--- src/rtl/sd_spi_pkg.sv ---
// sd_spi_pkg: shared constants, framer states and CRC7 step for the SD SPI command engine
package sd_spi_pkg;
  localparam logic [5:0] CMD0 = 6'd0;
  localparam logic [5:0] CMD8 = 6'd8;
  localparam logic [5:0] CMD9 = 6'd9;
  localparam logic [5:0] CMD10 = 6'd10;
  localparam logic [5:0] CMD12 = 6'd12;
  localparam logic [5:0] CMD16 = 6'd16;
  localparam logic [5:0] CMD17 = 6'd17;
  localparam logic [5:0] CMD24 = 6'd24;
  localparam logic [5:0] CMD41 = 6'd41;
  localparam logic [5:0] CMD55 = 6'd55;
  localparam logic [5:0] CMD58 = 6'd58;
  localparam logic [5:0] CMD59 = 6'd59;
  localparam int R1_IDLE = 0;
  localparam int R1_ILLEGAL = 2;
  localparam int R1_CRC = 3;
  localparam int LEN_R1 = 1;
  localparam int LEN_R3 = 5;
  localparam int LEN_R7 = 5;
  typedef enum logic [2:0] {HUNT, ARG, CRC, EVAL, GAP, RESP} fr_state_t;
  // one byte of CRC7 (x^7 + x^3 + 1), MSB first
  function automatic logic [6:0] crc7_byte(input logic [6:0] c, input logic [7:0] d);
    logic [6:0] r;
    logic fb;
    r = c;
    for (int i = 7; i >= 0; i--) begin
      fb = r[6] ^ d[i];
      r = {r[5:0], 1'b0} ^ {3'b000, fb, 2'b00, fb};
    end
    return r;
  endfunction
endpackage

--- src/rtl/sd_spi_cmd_engine_if.sv ---
// sd_spi_cmd_engine_if: SPI byte stream and pass-through command bus of the command engine
interface sd_spi_cmd_engine_if;
  logic [7:0] spi_rx_data;
  logic spi_rxdy;
  logic spi_txcomp;
  logic [7:0] spi_tx_data;
  logic cmd_valid;
  logic [5:0] cmd_index;
  logic [31:0] cmd_arg;
  logic card_idle;
  modport master (
    output spi_rx_data, spi_rxdy, spi_txcomp,
    input spi_tx_data, cmd_valid, cmd_index, cmd_arg, card_idle
  );
  modport slave (
    input spi_rx_data, spi_rxdy, spi_txcomp,
    output spi_tx_data, cmd_valid, cmd_index, cmd_arg, card_idle
  );
endinterface

--- src/rtl/sd_crc7.sv ---
// sd_crc7: byte-wide CRC7 accumulator; clear with en restarts the sum on the current byte
module sd_crc7
  import sd_spi_pkg::*;
(
  input logic clk,
  input logic rst,
  input logic clear,
  input logic en,
  input logic [7:0] data,
  output logic [6:0] crc
);
  // accumulate one byte per enabled cycle
  always_ff @(posedge clk or negedge rst)
    if (!rst) crc <= '0;
    else if (en) crc <= crc7_byte(clear ? 7'h00 : crc, data);
    else if (clear) crc <= '0;
endmodule

--- src/rtl/sd_spi_cmd_engine.sv ---
// sd_spi_cmd_engine: frames SD SPI commands, checks CRC7, runs card init and paces responses
module sd_spi_cmd_engine
  import sd_spi_pkg::*;
#(
  parameter int NCR = 1,
  parameter int ACMD41_BUSY_POLLS = 1,
  parameter logic [31:0] OCR = 32'h40FF8000
) (
  input logic clk,
  input logic rst,
  input logic cs_n,
  sd_spi_cmd_engine_if.slave bus
);
  fr_state_t state, state_nx;
  logic [1:0] cs_sync;
  logic cs_hi, rx_start, crc_feed, eval_fire, pt_fire;
  logic [6:0] crc_calc;
  logic [5:0] idx, cmd_index_q;
  logic [31:0] arg, cmd_arg_q, ext;
  logic [7:0] crc_b, polls, polls_nx, r1;
  logic [1:0] arg_cnt;
  logic [2:0] cnt, len, len_nx;
  logic [39:0] resp_q, resp_nx;
  logic idle, idle_nx, crc_en, crc_en_nx, app, app_nx;
  logic checked, crc_err, illegal, pass;

  assign cs_hi = cs_sync[1];
  assign rx_start = bus.spi_rxdy && !cs_hi && state == HUNT && bus.spi_rx_data[7:6] == 2'b01;
  assign crc_feed = rx_start || (bus.spi_rxdy && state == ARG);
  assign eval_fire = state == EVAL && !cs_hi;
  assign pt_fire = eval_fire && pass;
  assign bus.cmd_valid = pt_fire;
  assign bus.cmd_index = pt_fire ? idx : cmd_index_q;
  assign bus.cmd_arg = pt_fire ? arg : cmd_arg_q;
  assign bus.spi_tx_data = (state == RESP && !cs_hi) ? resp_q[39:32] : 8'hFF;
  assign bus.card_idle = idle;

  sd_crc7 u_crc7 (
    .clk(clk),
    .rst(rst),
    .clear(rx_start),
    .en(crc_feed),
    .data(bus.spi_rx_data),
    .crc(crc_calc)
  );

  // two-flop synchronizer on raw chip select; starts deselected
  always_ff @(posedge clk or negedge rst)
    if (!rst) cs_sync <= 2'b11;
    else cs_sync <= {cs_sync[0], cs_n};

  // framer state register
  always_ff @(posedge clk or negedge rst)
    if (!rst) state <= HUNT;
    else state <= state_nx;

  // framer next state; deselect forces a return to HUNT from anywhere
  always_comb begin
    state_nx = state;
    case (state)
      HUNT: state_nx = rx_start ? ARG : HUNT;
      ARG: state_nx = (bus.spi_rxdy && arg_cnt == 2'd3) ? CRC : ARG;
      CRC: state_nx = bus.spi_rxdy ? EVAL : CRC;
      EVAL: state_nx = GAP;
      GAP: state_nx = (bus.spi_txcomp && cnt == 3'(NCR - 1)) ? RESP : GAP;
      RESP: state_nx = (bus.spi_txcomp && cnt == len - 3'd1) ? HUNT : RESP;
      default: state_nx = HUNT;
    endcase
    if (cs_hi) state_nx = HUNT;
  end

  // capture index, argument (MSB first) and CRC byte of the frame
  always_ff @(posedge clk or negedge rst)
    if (!rst) begin
      idx <= '0;
      arg <= '0;
      crc_b <= '0;
      arg_cnt <= '0;
    end else begin
      if (rx_start) begin
        idx <= bus.spi_rx_data[5:0];
        arg_cnt <= '0;
      end
      if (state == ARG && bus.spi_rxdy) begin
        arg <= {arg[23:0], bus.spi_rx_data};
        arg_cnt <= arg_cnt + 2'd1;
      end
      if (state == CRC && bus.spi_rxdy) crc_b <= bus.spi_rx_data;
    end

  // command evaluation: card-state updates and the response image
  always_comb begin
    checked = crc_en || idx == CMD0 || idx == CMD8;
    crc_err = checked && crc_b != {crc_calc, 1'b1};
    idle_nx = idle;
    crc_en_nx = crc_en;
    app_nx = 1'b0;
    polls_nx = polls;
    illegal = 1'b0;
    pass = 1'b0;
    len_nx = 3'(LEN_R1);
    ext = '0;
    if (!crc_err)
      case (idx)
        CMD0: begin
          idle_nx = 1'b1;
          polls_nx = '0;
        end
        CMD8: begin
          len_nx = 3'(LEN_R7);
          ext = {20'h0, arg[11:0]};
        end
        CMD55: app_nx = 1'b1;
        CMD41:
          if (!app) illegal = 1'b1;
          else if (polls < 8'(ACMD41_BUSY_POLLS)) polls_nx = polls + 8'd1;
          else idle_nx = 1'b0;
        CMD58: begin
          len_nx = 3'(LEN_R3);
          ext = {~idle, OCR[30:0]};
        end
        CMD59: crc_en_nx = arg[0];
        CMD9, CMD10, CMD12, CMD16, CMD17, CMD24: begin
          illegal = idle;
          pass = !idle;
        end
        default: illegal = 1'b1;
      endcase
    r1 = '0;
    r1[R1_IDLE] = idle_nx;
    r1[R1_ILLEGAL] = illegal;
    r1[R1_CRC] = crc_err;
    resp_nx = {r1, ext};
  end

  // card init state, committed once per evaluated command
  always_ff @(posedge clk or negedge rst)
    if (!rst) begin
      idle <= 1'b1;
      crc_en <= 1'b0;
      app <= 1'b0;
      polls <= '0;
    end else if (eval_fire) begin
      idle <= idle_nx;
      crc_en <= crc_en_nx;
      app <= app_nx;
      polls <= polls_nx;
    end

  // hold the last accepted pass-through command for the data path
  always_ff @(posedge clk or negedge rst)
    if (!rst) begin
      cmd_index_q <= '0;
      cmd_arg_q <= '0;
    end else if (pt_fire) begin
      cmd_index_q <= idx;
      cmd_arg_q <= arg;
    end

  // response buffer: count NCR filler slots, then shift one byte out per txcomp
  always_ff @(posedge clk or negedge rst)
    if (!rst) begin
      resp_q <= '0;
      len <= 3'(LEN_R1);
      cnt <= '0;
    end else if (eval_fire) begin
      resp_q <= resp_nx;
      len <= len_nx;
      cnt <= '0;
    end else if (bus.spi_txcomp && state == GAP) cnt <= (cnt == 3'(NCR - 1)) ? '0 : cnt + 3'd1;
    else if (bus.spi_txcomp && state == RESP) begin
      cnt <= cnt + 3'd1;
      resp_q <= resp_q << 8;
    end
endmodule

--- src/flat_wrapper.sv ---
// flat-port wrapper written by rule: the top's interface ports become plain ports
module sd_spi_cmd_engine_flat import sd_spi_pkg::*;
#(
  parameter int NCR = 1,
  parameter int ACMD41_BUSY_POLLS = 1,
  parameter logic [31:0] OCR = 32'h40FF8000
)
  (clk, rst, cs_n, bus_spi_rx_data, bus_spi_rxdy, bus_spi_txcomp, bus_spi_tx_data, bus_cmd_valid, bus_cmd_index, bus_cmd_arg, bus_card_idle);
  sd_spi_cmd_engine_if bus_i ();
  input logic clk;
  input logic rst;
  input logic cs_n;
  input wire logic [$bits(bus_i.spi_rx_data)-1:0] bus_spi_rx_data;
  input wire logic [$bits(bus_i.spi_rxdy)-1:0] bus_spi_rxdy;
  input wire logic [$bits(bus_i.spi_txcomp)-1:0] bus_spi_txcomp;
  output wire logic [$bits(bus_i.spi_tx_data)-1:0] bus_spi_tx_data;
  output wire logic [$bits(bus_i.cmd_valid)-1:0] bus_cmd_valid;
  output wire logic [$bits(bus_i.cmd_index)-1:0] bus_cmd_index;
  output wire logic [$bits(bus_i.cmd_arg)-1:0] bus_cmd_arg;
  output wire logic [$bits(bus_i.card_idle)-1:0] bus_card_idle;
  assign bus_i.spi_rx_data = bus_spi_rx_data;
  assign bus_i.spi_rxdy = bus_spi_rxdy;
  assign bus_i.spi_txcomp = bus_spi_txcomp;
  assign bus_spi_tx_data = bus_i.spi_tx_data;
  assign bus_cmd_valid = bus_i.cmd_valid;
  assign bus_cmd_index = bus_i.cmd_index;
  assign bus_cmd_arg = bus_i.cmd_arg;
  assign bus_card_idle = bus_i.card_idle;
  sd_spi_cmd_engine #(.NCR(NCR), .ACMD41_BUSY_POLLS(ACMD41_BUSY_POLLS), .OCR(OCR)) u_core (.clk(clk), .rst(rst), .cs_n(cs_n), .bus(bus_i));
endmodule
--- config.mk ---
export PLATFORM = sky130hd
export DESIGN_NAME = sd_spi_cmd_engine_flat
export DESIGN_NICKNAME = d
export VERILOG_FILES = /design/src/rtl/sd_spi_pkg.sv /design/src/rtl/sd_spi_cmd_engine_if.sv /design/src/rtl/sd_crc7.sv /design/src/rtl/sd_spi_cmd_engine.sv /design/src/flat_wrapper.sv
export SDC_FILE = /design/constraint.sdc
export NUM_CORES = 1
export LEC_CHECK = 0
export CAP_MARGIN = 30
export CORE_MARGIN = 3
export CORE_UTILIZATION = 30
export CTS_CLUSTER_DIAMETER = 200
export CTS_CLUSTER_SIZE = 10
export DETAILED_ROUTE_END_ITERATION = 6
export DONT_BUFFER_PORTS = 1
export SYNTH_ARGS = -nofsm -noshare
export SYNTH_HDL_FRONTEND = slang
export SYNTH_SLANG_ARGS = --single-unit
--- constraint.sdc ---
create_clock -name clk -period 5.7 [get_ports clk]
set_input_delay 1.14 -clock clk [delete_from_list [all_inputs] [get_ports clk]]
set_output_delay 1.14 -clock clk [all_outputs]
set_load 0.1 [all_outputs]
==> impl_results.md <==
- Clk sinks: 153
- Postcts setup bufs: 0
- CP endpoint kind: output pin
- Yosys warns: 0
- Initial antenna violation count: 0
- Worst Tran Pin Value: around 990 ps
- Post-Route WL: 15000 um
- Sequential area share after synthesis: 0.555
- Worst-path fanout max: 39
- Final WS setup: 1260 ps
- Pin count of the biggest net entering global routing: around 150
- GPL Wtd Cong: 0.776
- Multi-input logic area: approximately 2800 um^2
- Setup violators final: 0
- Synth top area cells: dfrtp_1, nand2_1, mux2_2
- Max clock buf depth: 2
- Crit path DAT: 3300 ps
- Mapped Cells: 650
- Post-CTS Hold Buffers: 0
- DRC Markers: 0
- RSZ-0062 raised after global routing: no
- Crit-path cells: or4_4 > o21bai_1 > o41a_4 > nor2_4 > nand2_4 > and2_1
- Min-delay worst type: reg -> reg
- Main combinational cell family by area after synthesis: simple AND/OR/NAND/NOR gates
- Share of layout cells above drive strength 1: 0.159
- Max incr delay on CP: between 800 and 900 ps
- Core region area: 22200 um^2
- Xor/xnor share of the synthesized area: 0.0408
- Post-synth top area share: 0.544
- Final ANT Viol Nets: 0
- R2R Path Start: u_core.idx[5]
- Io pins: 61
- First-pass GRT wire length: ~25000 um
- Row Count: 54
- Die Footprint: 24900 um^2
- Ys async rst share: 1.00
- Final worst path period share: 0.779
- Mux cell area share after synthesis: 0.0981
- Total Routing Usage GR: 0.126
- Max_cap viols: 0
- Worst clock skew: 12.8 ps
- HP Start: u_core.cs_sync[0]
- Status: completed
- CTS clock-pin slew for the worst setup and hold paths: 70 ps
- HPWL after DPL: between 9000 and 10000 um
- Most frequent cells in the layout: nand2_1, dfrtp_1, mux2_2
- Max rail drop VDD: 237 uV
- Relative slew margins: 0.342
- FMAX: 0.225 GHz
- Final setup TNS: 0 ps
- DR iter-0 viols: about 270
- H-tree lvl count: 4
- Die H: roughly 160 um
- Post-synth EDFFs: 0
- Die Wd: around 160 um
- Number of CTS-inserted buffers: 17
- Clock Tree Root: clkbuf_16
- Vias in the first global route: about 4500
- WL per Instance: 16.2 um
- Final #Nets: approximately 650
- Inserted Diodes: 0
- Crit Path Category: reg -> out
- Ys flop type: dfrtp_1
- Worst-Skew Late Latency: 430 ps
- #FFs+latches synth: 153
- Pre-CTS WS: 1700 ps
- Synthesized-area fraction occupied by adder cells: 0.00906
- Vias: around 4600
- Post_cts resized: 0
- Area growth syn-to-layout: 11.6%
- Required time of the critical path: 4560 ps
- Post-synth top area cell: dfrtp_1
- Final min period: 4440 ps
- Layout fillers: 2173
- Vias per inst: 4.92
- Final Hold Fails: 0
- CTS tree: built
- DRT Pass-1 Iters: 4
- Syn Std Cell Area: 6900 um^2
- Mean Syn Cell Area: 10.6 um^2
- Seq. cell area: 3830 um^2
- GRT overflow: 0
- Crit start category: flip-flop
- Crit path max-delay cell type: and2_1
- Initial Util: 0.311
- Final Max Slew Viols: 0
- Commonest non-fill, non-tap cell in the layout: nand2_1
- Crit path launch: u_core.idx[5]
- Synth Net Count: 668
- I/O Buffers: 0
- Simple-gate share of the synthesized area: 0.165
- Compound-Gate Fraction of Synth Area: 0.0962
- Yosys cell types: ~60
- Pwr/cell area: 362 nW/um^2
- Lkg Pwr: 3.60 nW
[worst max-delay path: cells and delay by family, from the launching register on]
family | cells | cell delay [ps]
simple gates | 4 | 1940
compound gates | 2 | 480
flops | 1 | 440
[layer usage]
layer  GRT usage  up-vias  part of all wire
met2       0.182      107              0.43
met1       0.177     2251              0.48
met4      0.0368        0             0.014
li1            -     2184                 -
met3      0.0451       20             0.070
met5           0        -                 0
[area by class of cell]
class	instances	area share
tap	280	0.0455
timing repair buffer	5	0.00487
sequential	153	0.498
inverter	9	0.00439
clock buffer	18	0.0570
multi-input combinational	448	0.368
clock inverter	14	0.0231
[cells in the mapped netlist (all sizes together) (2+ instances only)]
cell type  instances
a21o               4
a21oi             38
a22o               8
a22oi              3
a2bb2oi            2
a31oi              6
a41oi              4
and2               3
and3               3
and3b              2
and4               2
buf               18
clkbuf            22
dfrtp            150
dfstp              3
ha                 5
inv                9
mux2              53
mux2i              5
nand2            155
nand3              6
nand3b             6
nand4              3
nand4b             2
nor2              38
nor2b              8
nor3               7
o21ai             28
o22ai              2
or3                9
or4                2
xnor2             20
xnor3              2
xor2               7
[metrics by stage]
step	instance area [um^2]	power [W]	instances	utilization	hold slack, ps
after global routing	7700	0.00292	927	0.346	369
after CTS	7700	0.00282	927	0.346	366
after global placement	7080	0.00163	895	0.319	351
after detailed placement	7080	0.00164	895	0.319	350
after floorplan	6900	0.00158	650	-	345
final	7700	0.00279	927	0.346	365
[where the power goes]
| part | total (W) | internal [W] | switching, W |
|---|---|---|---|
| registers | 0.00129 | 0.00117 | 0.000123 |
| clock network | 0.00116 | 0.000643 | 0.000519 |
| logic | 0.000339 | 0.000180 | 0.000159 |
[final timing paths]
check	end	slack, ps	cells after the start
setup / recovery	bus_cmd_index[5]	1260	6
hold / removal	u_core.cs_sync[1]	370	0
setup reg to reg	u_core.cmd_index_q[5]	2630	6
hold reg to reg	u_core.cs_sync[1]	370	0
max in group asynchronous	u_core.arg_cnt[0]	4990	0
min in group asynchronous	u_core.arg_cnt[1]	420	0
[sequential cells by signal, summed over array words and instances, names as in the netlist, 2 cells and up]
signal and cells:
u_core.u_crc7.crc 7, u_core.idx 6, u_core.resp_q 40, u_core.cs_sync 2, u_core.cmd_arg_q 32, u_core.polls 8
u_core.state 3, u_core.cmd_index_q 6, u_core.arg_cnt 2, u_core.crc_b 8, u_core.arg 32, u_core.cnt 3
[cell families (layout without fill, tap and decap cells)]
| family | Yosys count | in the layout |
|---|---|---|
| buffers and inverters | 49 | 46 |
| multiplexers | 58 | 58 |
| AO/OA/AOI/OAI | 106 | 106 |
| adder cells (fa/ha/maj) | 5 | 5 |
| flip-flops | 153 | 153 |
| XOR/XNOR | 29 | 29 |
| AND/OR/NAND/NOR | 250 | 250 |
(Power assumes the default switching activity.)
